$ cat src/rtl/usb_pkg.sv
// Shared types and constants for the device-side USB protocol FSM.
package usb_pkg;

  localparam logic [3:0] PID_OUT  = 4'b0001;
  localparam logic [3:0] PID_IN   = 4'b1001;
  localparam logic [3:0] PID_DATA = 4'b0011;
  localparam logic [3:0] PID_ACK  = 4'b0010;
  localparam logic [3:0] PID_NAK  = 4'b1010;

  typedef struct packed {
    logic [3:0]  pid;
    logic [3:0]  endp;
    logic [6:0]  addr;
    logic [63:0] data;
  } pkt_t;

  typedef enum logic [2:0] {
    ST_IDLE,
    ST_IN_TX,
    ST_IN_HS,
    ST_OUT_RX,
    ST_HS_TX
  } state_t;

  // Assemble an outgoing packet.
  function automatic pkt_t make_pkt(input logic [3:0] pid, input logic [6:0] addr,
                                    input logic [3:0] endp, input logic [63:0] data);
    pkt_t p;
    p.pid  = pid;
    p.addr = addr;
    p.endp = endp;
    p.data = data;
    return p;
  endfunction

endpackage

$ cat src/rtl/usb_device_protocol_fsm.sv
// Device-side USB responder for one address/endpoint: serves IN with DATA
// (retrying on NAK/timeout) and accepts OUT DATA with ACK/NAK.
module usb_device_protocol_fsm
  import usb_pkg::*;
#(
  parameter logic [6:0] DEV_ADDR    = 7'd5,
  parameter logic [3:0] DEV_ENDP    = 4'd4,
  parameter int         TIMEOUT_CYC = 255,
  parameter int         MAX_RETRY   = 8
) (
  input  logic        clk,
  input  logic        rst,
  input  logic        pkt_received,
  input  logic        crc_correct,
  input  pkt_t        pkt_in,
  input  logic        pkt_sent,
  input  logic [63:0] in_data,
  input  logic        in_data_valid,
  output logic        encode,
  output logic        kill,
  output logic        decode,
  output pkt_t        pkt_out,
  output logic [63:0] out_data,
  output logic        out_done,
  output logic        in_done,
  output logic        failure
);

  localparam logic [7:0] TO_LIM    = 8'(TIMEOUT_CYC);
  localparam logic [3:0] RETRY_LIM = 4'(MAX_RETRY);

  state_t      state_q, state_d;
  logic        retry_q, retry_d;
  logic [7:0]  clk_cnt_q, clk_cnt_d;
  logic [3:0]  to_cnt_q, to_cnt_d;
  logic [3:0]  err_cnt_q, err_cnt_d;
  pkt_t        pkt_out_q, pkt_out_d;
  logic [63:0] out_data_q, out_data_d;
  logic        encode_q, encode_d;
  logic        kill_q, kill_d;
  logic        decode_q, decode_d;
  logic        in_done_q, in_done_d;
  logic        out_done_q, out_done_d;
  logic        failure_q, failure_d;

  logic tok_match;
  logic limit_hit;

  assign tok_match = pkt_received & crc_correct &
                     (pkt_in.addr == DEV_ADDR) & (pkt_in.endp == DEV_ENDP);
  // Limits are checked before any increment, so the counters never wrap.
  assign limit_hit = (err_cnt_q == RETRY_LIM) || (to_cnt_q == RETRY_LIM);

  // Next-state, counter and registered-pulse computation.
  always_comb begin
    state_d    = state_q;
    retry_d    = retry_q;
    clk_cnt_d  = clk_cnt_q;
    to_cnt_d   = to_cnt_q;
    err_cnt_d  = err_cnt_q;
    pkt_out_d  = pkt_out_q;
    out_data_d = out_data_q;
    encode_d   = 1'b0;
    kill_d     = 1'b0;
    decode_d   = 1'b0;
    in_done_d  = 1'b0;
    out_done_d = 1'b0;
    failure_d  = 1'b0;

    case (state_q)
      ST_IDLE: begin
        clk_cnt_d = '0;
        to_cnt_d  = '0;
        err_cnt_d = '0;
        retry_d   = 1'b0;
        if (tok_match && pkt_in.pid == PID_IN) begin
          encode_d = 1'b1;
          kill_d   = 1'b1;
          if (in_data_valid) begin
            pkt_out_d = make_pkt(PID_DATA, DEV_ADDR, DEV_ENDP, in_data);
            state_d   = ST_IN_TX;
          end else begin
            pkt_out_d = make_pkt(PID_NAK, DEV_ADDR, DEV_ENDP, 64'h0);
            state_d   = ST_HS_TX;
          end
        end else if (tok_match && pkt_in.pid == PID_OUT) begin
          decode_d = 1'b1;
          state_d  = ST_OUT_RX;
        end
      end

      ST_IN_TX: begin
        if (pkt_sent) begin
          decode_d  = 1'b1;
          clk_cnt_d = '0;
          state_d   = ST_IN_HS;
        end
      end

      ST_IN_HS: begin
        if (limit_hit) begin
          failure_d = 1'b1;
          state_d   = ST_IDLE;
        end else if (pkt_received) begin
          if (crc_correct && pkt_in.pid == PID_ACK) begin
            in_done_d = 1'b1;
            state_d   = ST_IDLE;
          end else begin
            // NAK, bad CRC or unexpected PID: resend the held DATA packet.
            err_cnt_d = err_cnt_q + 4'd1;
            encode_d  = 1'b1;
            kill_d    = 1'b1;
            state_d   = ST_IN_TX;
          end
        end else if (clk_cnt_q == TO_LIM) begin
          to_cnt_d = to_cnt_q + 4'd1;
          encode_d = 1'b1;
          kill_d   = 1'b1;
          state_d  = ST_IN_TX;
        end else begin
          clk_cnt_d = clk_cnt_q + 8'd1;
        end
      end

      ST_OUT_RX: begin
        if (limit_hit) begin
          failure_d = 1'b1;
          state_d   = ST_IDLE;
        end else if (pkt_received) begin
          encode_d = 1'b1;
          kill_d   = 1'b1;
          state_d  = ST_HS_TX;
          if (crc_correct && pkt_in.pid == PID_DATA) begin
            out_data_d = pkt_in.data;
            out_done_d = 1'b1;
            pkt_out_d  = make_pkt(PID_ACK, DEV_ADDR, DEV_ENDP, 64'h0);
            retry_d    = 1'b0;
          end else begin
            err_cnt_d = err_cnt_q + 4'd1;
            pkt_out_d = make_pkt(PID_NAK, DEV_ADDR, DEV_ENDP, 64'h0);
            retry_d   = 1'b1;
          end
        end else if (clk_cnt_q == TO_LIM) begin
          to_cnt_d  = to_cnt_q + 4'd1;
          clk_cnt_d = '0;
          decode_d  = 1'b1;
        end else begin
          clk_cnt_d = clk_cnt_q + 8'd1;
        end
      end

      ST_HS_TX: begin
        if (pkt_sent) begin
          decode_d = 1'b1;
          if (retry_q) begin
            clk_cnt_d = '0;
            state_d   = ST_OUT_RX;
          end else begin
            state_d = ST_IDLE;
          end
        end
      end

      default: state_d = ST_IDLE;
    endcase
  end

  // State, counters and output registers; reset arms the decoder.
  always_ff @(posedge clk) begin
    if (rst) begin
      state_q    <= ST_IDLE;
      retry_q    <= 1'b0;
      clk_cnt_q  <= '0;
      to_cnt_q   <= '0;
      err_cnt_q  <= '0;
      pkt_out_q  <= '0;
      out_data_q <= '0;
      encode_q   <= 1'b0;
      kill_q     <= 1'b0;
      decode_q   <= 1'b1;
      in_done_q  <= 1'b0;
      out_done_q <= 1'b0;
      failure_q  <= 1'b0;
    end else begin
      state_q    <= state_d;
      retry_q    <= retry_d;
      clk_cnt_q  <= clk_cnt_d;
      to_cnt_q   <= to_cnt_d;
      err_cnt_q  <= err_cnt_d;
      pkt_out_q  <= pkt_out_d;
      out_data_q <= out_data_d;
      encode_q   <= encode_d;
      kill_q     <= kill_d;
      decode_q   <= decode_d;
      in_done_q  <= in_done_d;
      out_done_q <= out_done_d;
      failure_q  <= failure_d;
    end
  end

  assign encode   = encode_q;
  assign kill     = kill_q;
  assign decode   = decode_q;
  assign pkt_out  = pkt_out_q;
  assign out_data = out_data_q;
  assign out_done = out_done_q;
  assign in_done  = in_done_q;
  assign failure  = failure_q;

endmodule

$ cat config.mk
export PLATFORM = sky130hd
export DESIGN_NAME = usb_device_protocol_fsm
export DESIGN_NICKNAME = d
export VERILOG_FILES = /design/src/rtl/usb_pkg.sv /design/src/rtl/usb_device_protocol_fsm.sv
export SDC_FILE = /design/constraint.sdc
export NUM_CORES = 1
export LEC_CHECK = 0
export CELL_PAD_IN_SITES_DETAIL_PLACEMENT = 1
export CELL_PAD_IN_SITES_GLOBAL_PLACEMENT = 1
export CORE_MARGIN = 5
export CORE_UTILIZATION = 27
export CTS_BUF_LIST = sky130_fd_sc_hd__clkbuf_4
export CTS_CLUSTER_SIZE = 12
export DETAILED_ROUTE_END_ITERATION = 10
export HOLD_SLACK_MARGIN = 0.08
export PLACE_DENSITY_LB_ADDON = 0.1
export SLEW_MARGIN = 20
export SYNTH_ARGS = -nofsm -noshare
export SYNTH_HDL_FRONTEND = slang
export SYNTH_SLANG_ARGS = --single-unit
export TNS_END_PERCENT = 30
$ cat constraint.sdc
create_clock -name clk -period 2 [get_ports clk]
set_input_delay 0.4 -clock clk [delete_from_list [all_inputs] [get_ports clk]]
set_output_delay 0.4 -clock clk [all_outputs]
set_load 0.02 [all_outputs]
# --- Word-level counts from Yosys, hierarchy flattened ---
# Cells that the tools add are included.
op_classes:
  n_addsub: 3
  eq_ne: 32
  muxes: 61
  bitwise: 8
  n_reduce_logical: 22
ops:
  columns: ["cell", "count"]
  rows:
  - ["79-bit two-way mux", 5]
  - ["79-bit one-hot mux with 2 select lines", 1]
  - ["8-bit two-way mux", 9]
  - ["8-bit one-hot mux with 5 select lines", 1]
  - ["4-bit two-way mux", 9]
  - ["3-bit two-way mux", 10]
  - ["2-bit != test, second input constant", 15]
  - ["1-bit two-way mux", 19]
  - ["3-bit one-hot mux with 5 select lines", 1]
  - ["4-bit == test, second input constant", 3]
  - ["4-bit one-hot mux with 3 select lines", 1]
  - ["4-bit AND reduction", 3]
  - ["9-bit AND reduction", 1]
  - ["4-bit by 1-bit adder with 4-bit output, second input constant", 2]
  - ["8-bit by 1-bit adder with 8-bit output, second input constant", 1]
  - ["4-bit by 2-bit == test with 1-bit output, second input constant", 2]
  - ["8-bit == test, second input constant", 1]
  - ["4-bit one-hot mux with 2 select lines", 1]
  - ["4-bit OR reduction", 2]
  - ["7-bit by 3-bit == test with 1-bit output, second input constant", 1]
  - ["7-bit AND reduction", 1]
  - ["3-bit by 2-bit == test with 1-bit output, second input constant", 2]
  - ["3-bit != test, second input constant", 2]
  - ["1-bit one-hot mux with 3 select lines", 2]
  - ["other kinds (19)", 31]
word_totals:
  ff_bits: 168

# --- Depth between registers and ports, before layout ---
# Gate-level depths: netlist of run 1.
logic_depth:
  ltp_word: 7
  ltp_mapped: 9
  depth_no_buf: 7

# --- Worst setup path before layout of run 1 ---
# OpenSTA, ideal clock, no wires.
synth_timing:
  kind: "register -> register"
  start: "register err_cnt_q[0]"
  end: "register clk_cnt_q[7]"
  t_arrival_ps: 1817
  required_ps: 1926
  setup_slack_ps: 109
  path_stages_with_launch: 8
  n_path_buf: 0
  cell_sequence: "dfxtp_1 -> inv_1 -> ha_1 -> and3b_1 -> nor3_4 -> nand3b_1 -> or4_1 -> a31oi_1"
synth_between:
  elab_chain_len: 4
  word_cells_on_any_way: 5
  classes_between: "eq/ne (3); reduce/logical (2)"
synth_lines:
  columns: ["element", "line_no", "source"]
  rows:
  - ["start: declaration", "usb_device_protocol_fsm.sv:36", "logic [3:0] err_cnt_q, err_cnt_d;"]
  - ["start signal: assignment", "usb_device_protocol_fsm.sv:189", "err_cnt_q <= err_cnt_d;"]
  - ["4-bit == test *", "usb_device_protocol_fsm.sv:52", "assign limit_hit = (err_cnt_q == RETRY_LIM) || (to_cnt_q == RETRY_LIM);"]
  - ["1-bit logical OR *", "usb_device_protocol_fsm.sv:52", null]
  - ["2-bit != test (no source line)", null, null]
  - ["9-bit AND reduction (no source line) *", null, null]
  - ["end signal: assignment", "usb_device_protocol_fsm.sv:187", "clk_cnt_q <= clk_cnt_d;"]
  - ["end: declaration", "usb_device_protocol_fsm.sv:34", "logic [7:0] clk_cnt_q, clk_cnt_d;"]
# Mark *: on every way between the ends. The rest lies on a longest branch, timed or not.
# A chain may end at the register's enable or synchronous reset.

# --- Worst setup path in the final report of run 1 ---
# Ends and elaborated chain as after synthesis.

==> results of run 1 <==
[report_power, final]
part	internal (mW)	leakage (nW)	switching (mW)
clock network	0.814	0.169	1.33
logic	0.293	3.33	0.152
registers	3.11	1.26	0.000333
total	4.22	4.75	1.48
[repair_timing]
action / CTS / global route
gates resized for setup: 99 / 55
pin swaps: 0 / 6
buffers inserted: 0 / 4
setup endpoints to repair: 99 / 48
[synthesized netlist by cell type (3+ instances only)]
master	instances	area, um^2
buf_2	21	105.1
or3_1	4	25.02
and3b_1	3	26.28
nor2_1	22	82.58
buf_4	19	142.6
nand4_1	4	25.02
nor3_1	6	30.03
nand3b_1	7	52.55
a21oi_1	73	365.4
o211ai_1	4	30.03
ha_1	5	62.56
nand2_1	141	529.3
and3_1	4	25.02
clkbuf_1	13	48.80
inv_1	10	37.54
o31ai_1	3	22.52
and4_1	3	26.28
a31oi_1	5	31.28
xor2_1	3	26.28
dfxtp_1	156	3123
mux2i_1	6	60.06
a22o_1	64	560.5
nand3_1	9	45.04
o21ai_0	11	55.05
[critical path, stage by stage, from the launching register on]
cell	delay (ns)
dfxtp_2	0.38
inv_2	0.06
ha_4	0.16
and3b_2	0.22
nor3_4	0.24
nand3b_1	0.17
or4_1	0.53
a31oi_1	0.14
[sequential cells by signal (all words and copies together), names as in the netlist]
register   count
pkt_out       67
decode         1
clk_cnt_q      8
retry_q        1
to_cnt_q       4
state_q        3
out_data      64
out_done       1
failure        1
in_done        1
err_cnt_q      4
kill           1
[stage by stage]
step	area [um^2]	hold slack (ns)	TNS (ns)	worst slack, ns
5_1_grt	9677	0.1142	-0.04726	-0.04726
6_report	9677	0.1519	0	0.05590
4_1_cts	9503	0.09156	0	0.0005449
3_5_place_dp	9304	0.4478	-33.86	-0.3911
2_1_floorplan	5973	0.4633	0	0.1088
3_3_place_gp	9304	0.4422	-29.21	-0.3228
[final timing paths]
path | depth (start not counted) | slack, ns | startpoint | to
setup / recovery | 7 | 0.06 | err_cnt_q[0] | clk_cnt_q[7]
hold / removal | 2 | 0.15 | rst | retry_q
setup reg to reg | 7 | 0.06 | err_cnt_q[0] | clk_cnt_q[7]
hold reg to reg | 2 | 0.46 | out_data[24] | out_data[24]
[layer usage]
| metal | wire length [um] | vias up | part of all wire |
|---|---|---|---|
| met5 | 13 | - | 0.00057 |
| met4 | 503 | 2 | 0.022 |
| met3 | 1971 | 30 | 0.086 |
| met2 | 11250 | 209 | 0.49 |
| met1 | 9119 | 2822 | 0.40 |
| li1 | - | 2841 | - |
[cell families (layout without fill, tap and decap cells)]
group	Yosys count	count (layout)	synth area share
adders and majority gates	5	5	0.01053
DFF	156	156	0.5255
muxes	6	6	0.01011
xor gates and xnor gates	4	4	0.005896
AOI/OAI and AO/OA	178	178	0.2082
other	1	11	0.0006310
and+or+nand+nor	225	225	0.1829
buffers and inverters	63	374	0.05621
[final cells by class]
type	count	area [um^2]
Clock buffer	17	127.6
Timing Repair Buffer	332	3286
Clock inverter	15	190.2
Inverter	10	37.54
Antenna cell	2	5.005
Multi-Input combinational cell	427	2552
Fill cell	2494	12080
Sequential cell	156	3128
Tap cell	280	350.3
==> flow_summary.json, run 1 <==
{
  "crit_fanout": 3,
  "fmax_ghz": 0.5144,
  "drv_cap": 0,
  "final_core_util": 0.4448,
  "slew_viol_final": 0,
  "grt_usage": 0.1738,
  "cts_tree": "yes",
  "layout_common_cells": "dfxtp_1 (152), clkdlybuf4s50_1 (147), nand2_1 (141)",
  "hpwl_mm": 17.34,
  "synth_edf_count": 0,
  "irDropWorstVdd_v": 0.0004292,
  "ys_ff_latch": 156,
  "gr-usage-met3": 0.06116,
  "drt_iter0_drc": 260,
  "initial_utilization": 0.2732,
  "netlist_area_um2": 5943,
  "fin_cells": 1239,
  "ant_nets": 0,
  "wirelength_mm": 22.86,
  "die_x_um": 158.4,
  "drtPass1Iterations": 5,
  "htreeDepth": 4,
  "numPortBuffers": 288,
  "grt_pass1_wl_mm": 34.32,
  "grt_antenna_before_repair": 3,
  "fin_nets": 1098,
  "yosysSeqAreaShare": 0.5255,
  "insertion_delay_ns": 0.57,
  "endpoint_kind": "flip-flop",
  "ctsHoldBuffers": 0,
  "overflow": 0,
  "die-area_um2": 25080,
  "clock_path_buffers": 2,
  "syn2layout_area_growth_pct": 62.82,
  "synth_cell_types": 57,
  "status": "finished, final reports clean",
  "crit_type": "reg -> reg",
  "vias": 5904,
  "cts_buffers": 17,
  "rsz0062_at_grt": "yes",
  "finalCritPeriodShare": 0.9721,
  "grt_pass1_vias": 6215,
  "hold_viol_final": 0,
  "fin_skew_ns": 0.03826,
  "worst_hold_path_type": "in -> reg",
  "cts_sinks": 156,
  "finalSetupViolCount": 0,
  "use_met1": 0.1982,
  "avgSynthCellArea_um2": 9.315,
  "ys_warn_count": 0,
  "route.detailed.drc": 0,
  "syn_inst": 638,
  "wl_per_cell_um": 18.45,
  "rows": 54,
  "cp.arrival_ns": 2.44,
  "synth_ff_type": "dfxtp_1",
  "cp-start-kind": "flip-flop",
  "grt_use_met2": 0.3029,
  "post_route_cells_drive_above_1_share": 0.1087,
  "dp_cells": 1201,
  "period_needed_ns": 1.944,
  "grt_max_degree": 79,
  "cp.required_ns": 2.50,
  "io_pins": 298,
  "die_y_um": 158.4,
  "clkTransAtPathRegs_ns": 0.15,
  "top_usage_layer": "met2",
  "via_per_inst": 4.765,
  "core_um2": 21760,
  "cts-root-buf": "clkbuf_4",
  "synthArstFlopShare": 0,
  "place.gp.congestion": 0.8457,
  "p_per_area_nw_per_um2": 588.6,
  "power.total_mw": 5.696,
  "leakage_nw": 4.754,
  "final_common_cell": "dfxtp_1"
}
No activity file was read; power rests on OpenSTA's default activity.
==> inputs of run 2 (changes only) <==
Settings changed: GPL_TIMING_DRIVEN from default to 0.
==> run 2 against run 1 <==
  * Critical path depth unchanged
  * Flip-flop and latch count unchanged
  * Hold slack improved by 0.20 ns
  * Sequential share of layout area decreased by 0.63 points
  * Via count increased by 0.36%
  * Highest routed layer unchanged
  * Register-to-register slack about the same
==> flow_summary.json, run 2 (synthesized netlist as in run 1, its figures left out) <==
{
  "drv_cap": 0,
  "finalCritPeriodShare": 0.9682,
  "die_x_um": 158.4,
  "cts_sinks": 156,
  "place_ws_ns": -0.7848,
  "numPortBuffers": 288,
  "ant_nets": 0,
  "hold_depth": 3,
  "crit_type": "reg -> reg",
  "largest_reg_flops": 67,
  "layout_common_cells": "clkdlybuf4s50_1 (151), dfxtp_1 (150), nand2_1 (141)",
  "crit_end": "clk_cnt_q[7]",
  "vias": 5925,
  "die-area_um2": 25080,
  "insertion_delay_ns": 0.58,
  "grt_max_degree": 17,
  "grt_pass1_wl_mm": 33.97,
  "crit_fanout": 3,
  "status": "finished, final reports clean",
  "route.detailed.drc": 0,
  "grt_antenna_before_repair": 2,
  "io_pins": 298,
  "period_needed_ns": 1.936,
  "clkTransAtPathRegs_ns": 0.16,
  "endpoint_kind": "flip-flop",
  "irDropWorstVdd_v": 0.0003666,
  "via_per_inst": 4.688,
  "worst_hold_path_type": "in -> reg",
  "wirelength_mm": 23.21,
  "cp-start-kind": "flip-flop",
  "final_common_cell": "clkdlybuf4s50_1",
  "overflow": 0,
  "cts_buffers": 17,
  "r2r_cells": 7,
  "drt_iter0_drc": 237,
  "slew_viol_final": 0,
  "grt_usage": 0.1741,
  "cts_tree": "yes",
  "r2r_slack_ns": 0.06,
  "startpoint": "err_cnt_q[1]",
  "clock_path_buffers": 2,
  "fmax_ghz": 0.5164,
  "final_area_um2": 9878,
  "rows": 54,
  "htreeDepth": 4,
  "hold_viol_final": 0,
  "fin_skew_ns": 0.02275,
  "rr_startpoint": "err_cnt_q[1]",
  "hpwl_mm": 17.55,
  "p_per_area_nw_per_um2": 564.2,
  "leakage_nw": 5.242,
  "place.gp.congestion": 0.8064,
  "cts-root-buf": "clkbuf_4",
  "place_area_um2": 9206,
  "wl_per_cell_um": 18.36,
  "fin_nets": 1124,
  "initial_utilization": 0.2732,
  "finalSetupViolCount": 0,
  "fin_ws_ns": 0.06356,
  "post_route_cells_drive_above_1_share": 0.1302,
  "drtPass1Iterations": 5,
  "die_y_um": 158.4,
  "syn2layout_area_growth_pct": 66.21,
  "cp.arrival_ns": 2.42,
  "core_um2": 21760,
  "grt_pass1_vias": 5913,
  "r2r-end": "clk_cnt_q[7]",
  "worstMarginPinSlew_ns": 0.5874,
  "fillCellCount": 2538,
  "max_slew_margin": 0.6084,
  "cp.required_ns": 2.48
}
## run 2: cell count changes in the layout (fill, tap and decap cells not counted), sizes merged
cell,before,now
inv,21,18
dlymetal6s2s,43,75
bufinv,2,1
diode,2,1
dlygate4sd2,97,59
clkinv,1,6
clkbuf,17,36
buf,45,54
clkdlybuf4s50,147,151
clkinvlp,1,0
## run 2: worst min-delay path by stage
stage	from	end	slack, ns
5_1_grt	pkt_in[7]	out_data[7]	0.31
3_5_place_dp	out_data[11]	out_data[11]	0.45
3_3_place_gp	out_data[11]	out_data[11]	0.44
4_1_cts	pkt_in[39]	out_data[39]	0.30
6_report	pkt_in[40]	out_data[40]	0.35
2_1_floorplan	clk_cnt_q[0]	clk_cnt_q[0]	0.46
## run 2: where the power goes
group	switching, mW	total (mW)	internal, mW
Combinational	0.159	0.461	0.302
Clock	1.33	2.00	0.668
Sequential	0.000325	3.11	3.11
Total	1.49	5.57	4.08
## run 2: worst max-delay path: stages (launching register included)
cell and delay [ns]:
dfxtp_2 0.37, inv_2 0.05, ha_4 0.15, and3b_2 0.21
nor3_4 0.24, nand3b_1 0.14, or4_1 0.53, a31oi_1 0.16
## run 2: final cells by class
type,instances,area (um^2),area share
antenna,1,2.502,0.0002533
buffer,53,329.1,0.03331
clock buffer,17,127.6,0.01292
clock inverter,15,155.1,0.01571
inverter,10,37.54,0.003800
multi-input combinational,427,2596,0.2628
sequential,156,3131,0.3169
tap,280,350.3,0.03547
timing repair buffer,305,3149,0.3188
## run 2: what timing repair did
item | CTS | global route
pin swaps | 2 | 9
hold endpoints to repair | 0 | 0
buffers inserted | 6 | 11
endpoints found under the setup margin | 190 | 206
gates resized for setup | 78 | 107
hold buffers | 0 | 0
## run 2: per-stage QoR
| step | hold slack (ns) | TNS, ns | power, mW | utilization | cells |
|---|---|---|---|---|---|
| 6_report | 0.3481 | 0 | 5.574 | 0.4540 | 1264 |
| 4_1_cts | 0.3034 | -0.0004317 | 5.642 | 0.4367 | 1252 |
| 3_5_place_dp | 0.4469 | -98.41 | 3.618 | 0.4232 | 1214 |
| 2_1_floorplan | 0.4633 | 0 | 3.278 | - | 646 |
| 3_3_place_gp | 0.4419 | -99.36 | 3.617 | 0.4232 | 1214 |
| 5_1_grt | 0.3103 | -0.004784 | 5.816 | 0.4540 | 1264 |
## run 2: per-layer routing
layer	wire, um	GRT usage
met2	10620	0.2852
met3	2313	0.06986
met4	507	0.05727
met5	7	0
met1	9757	0.2089
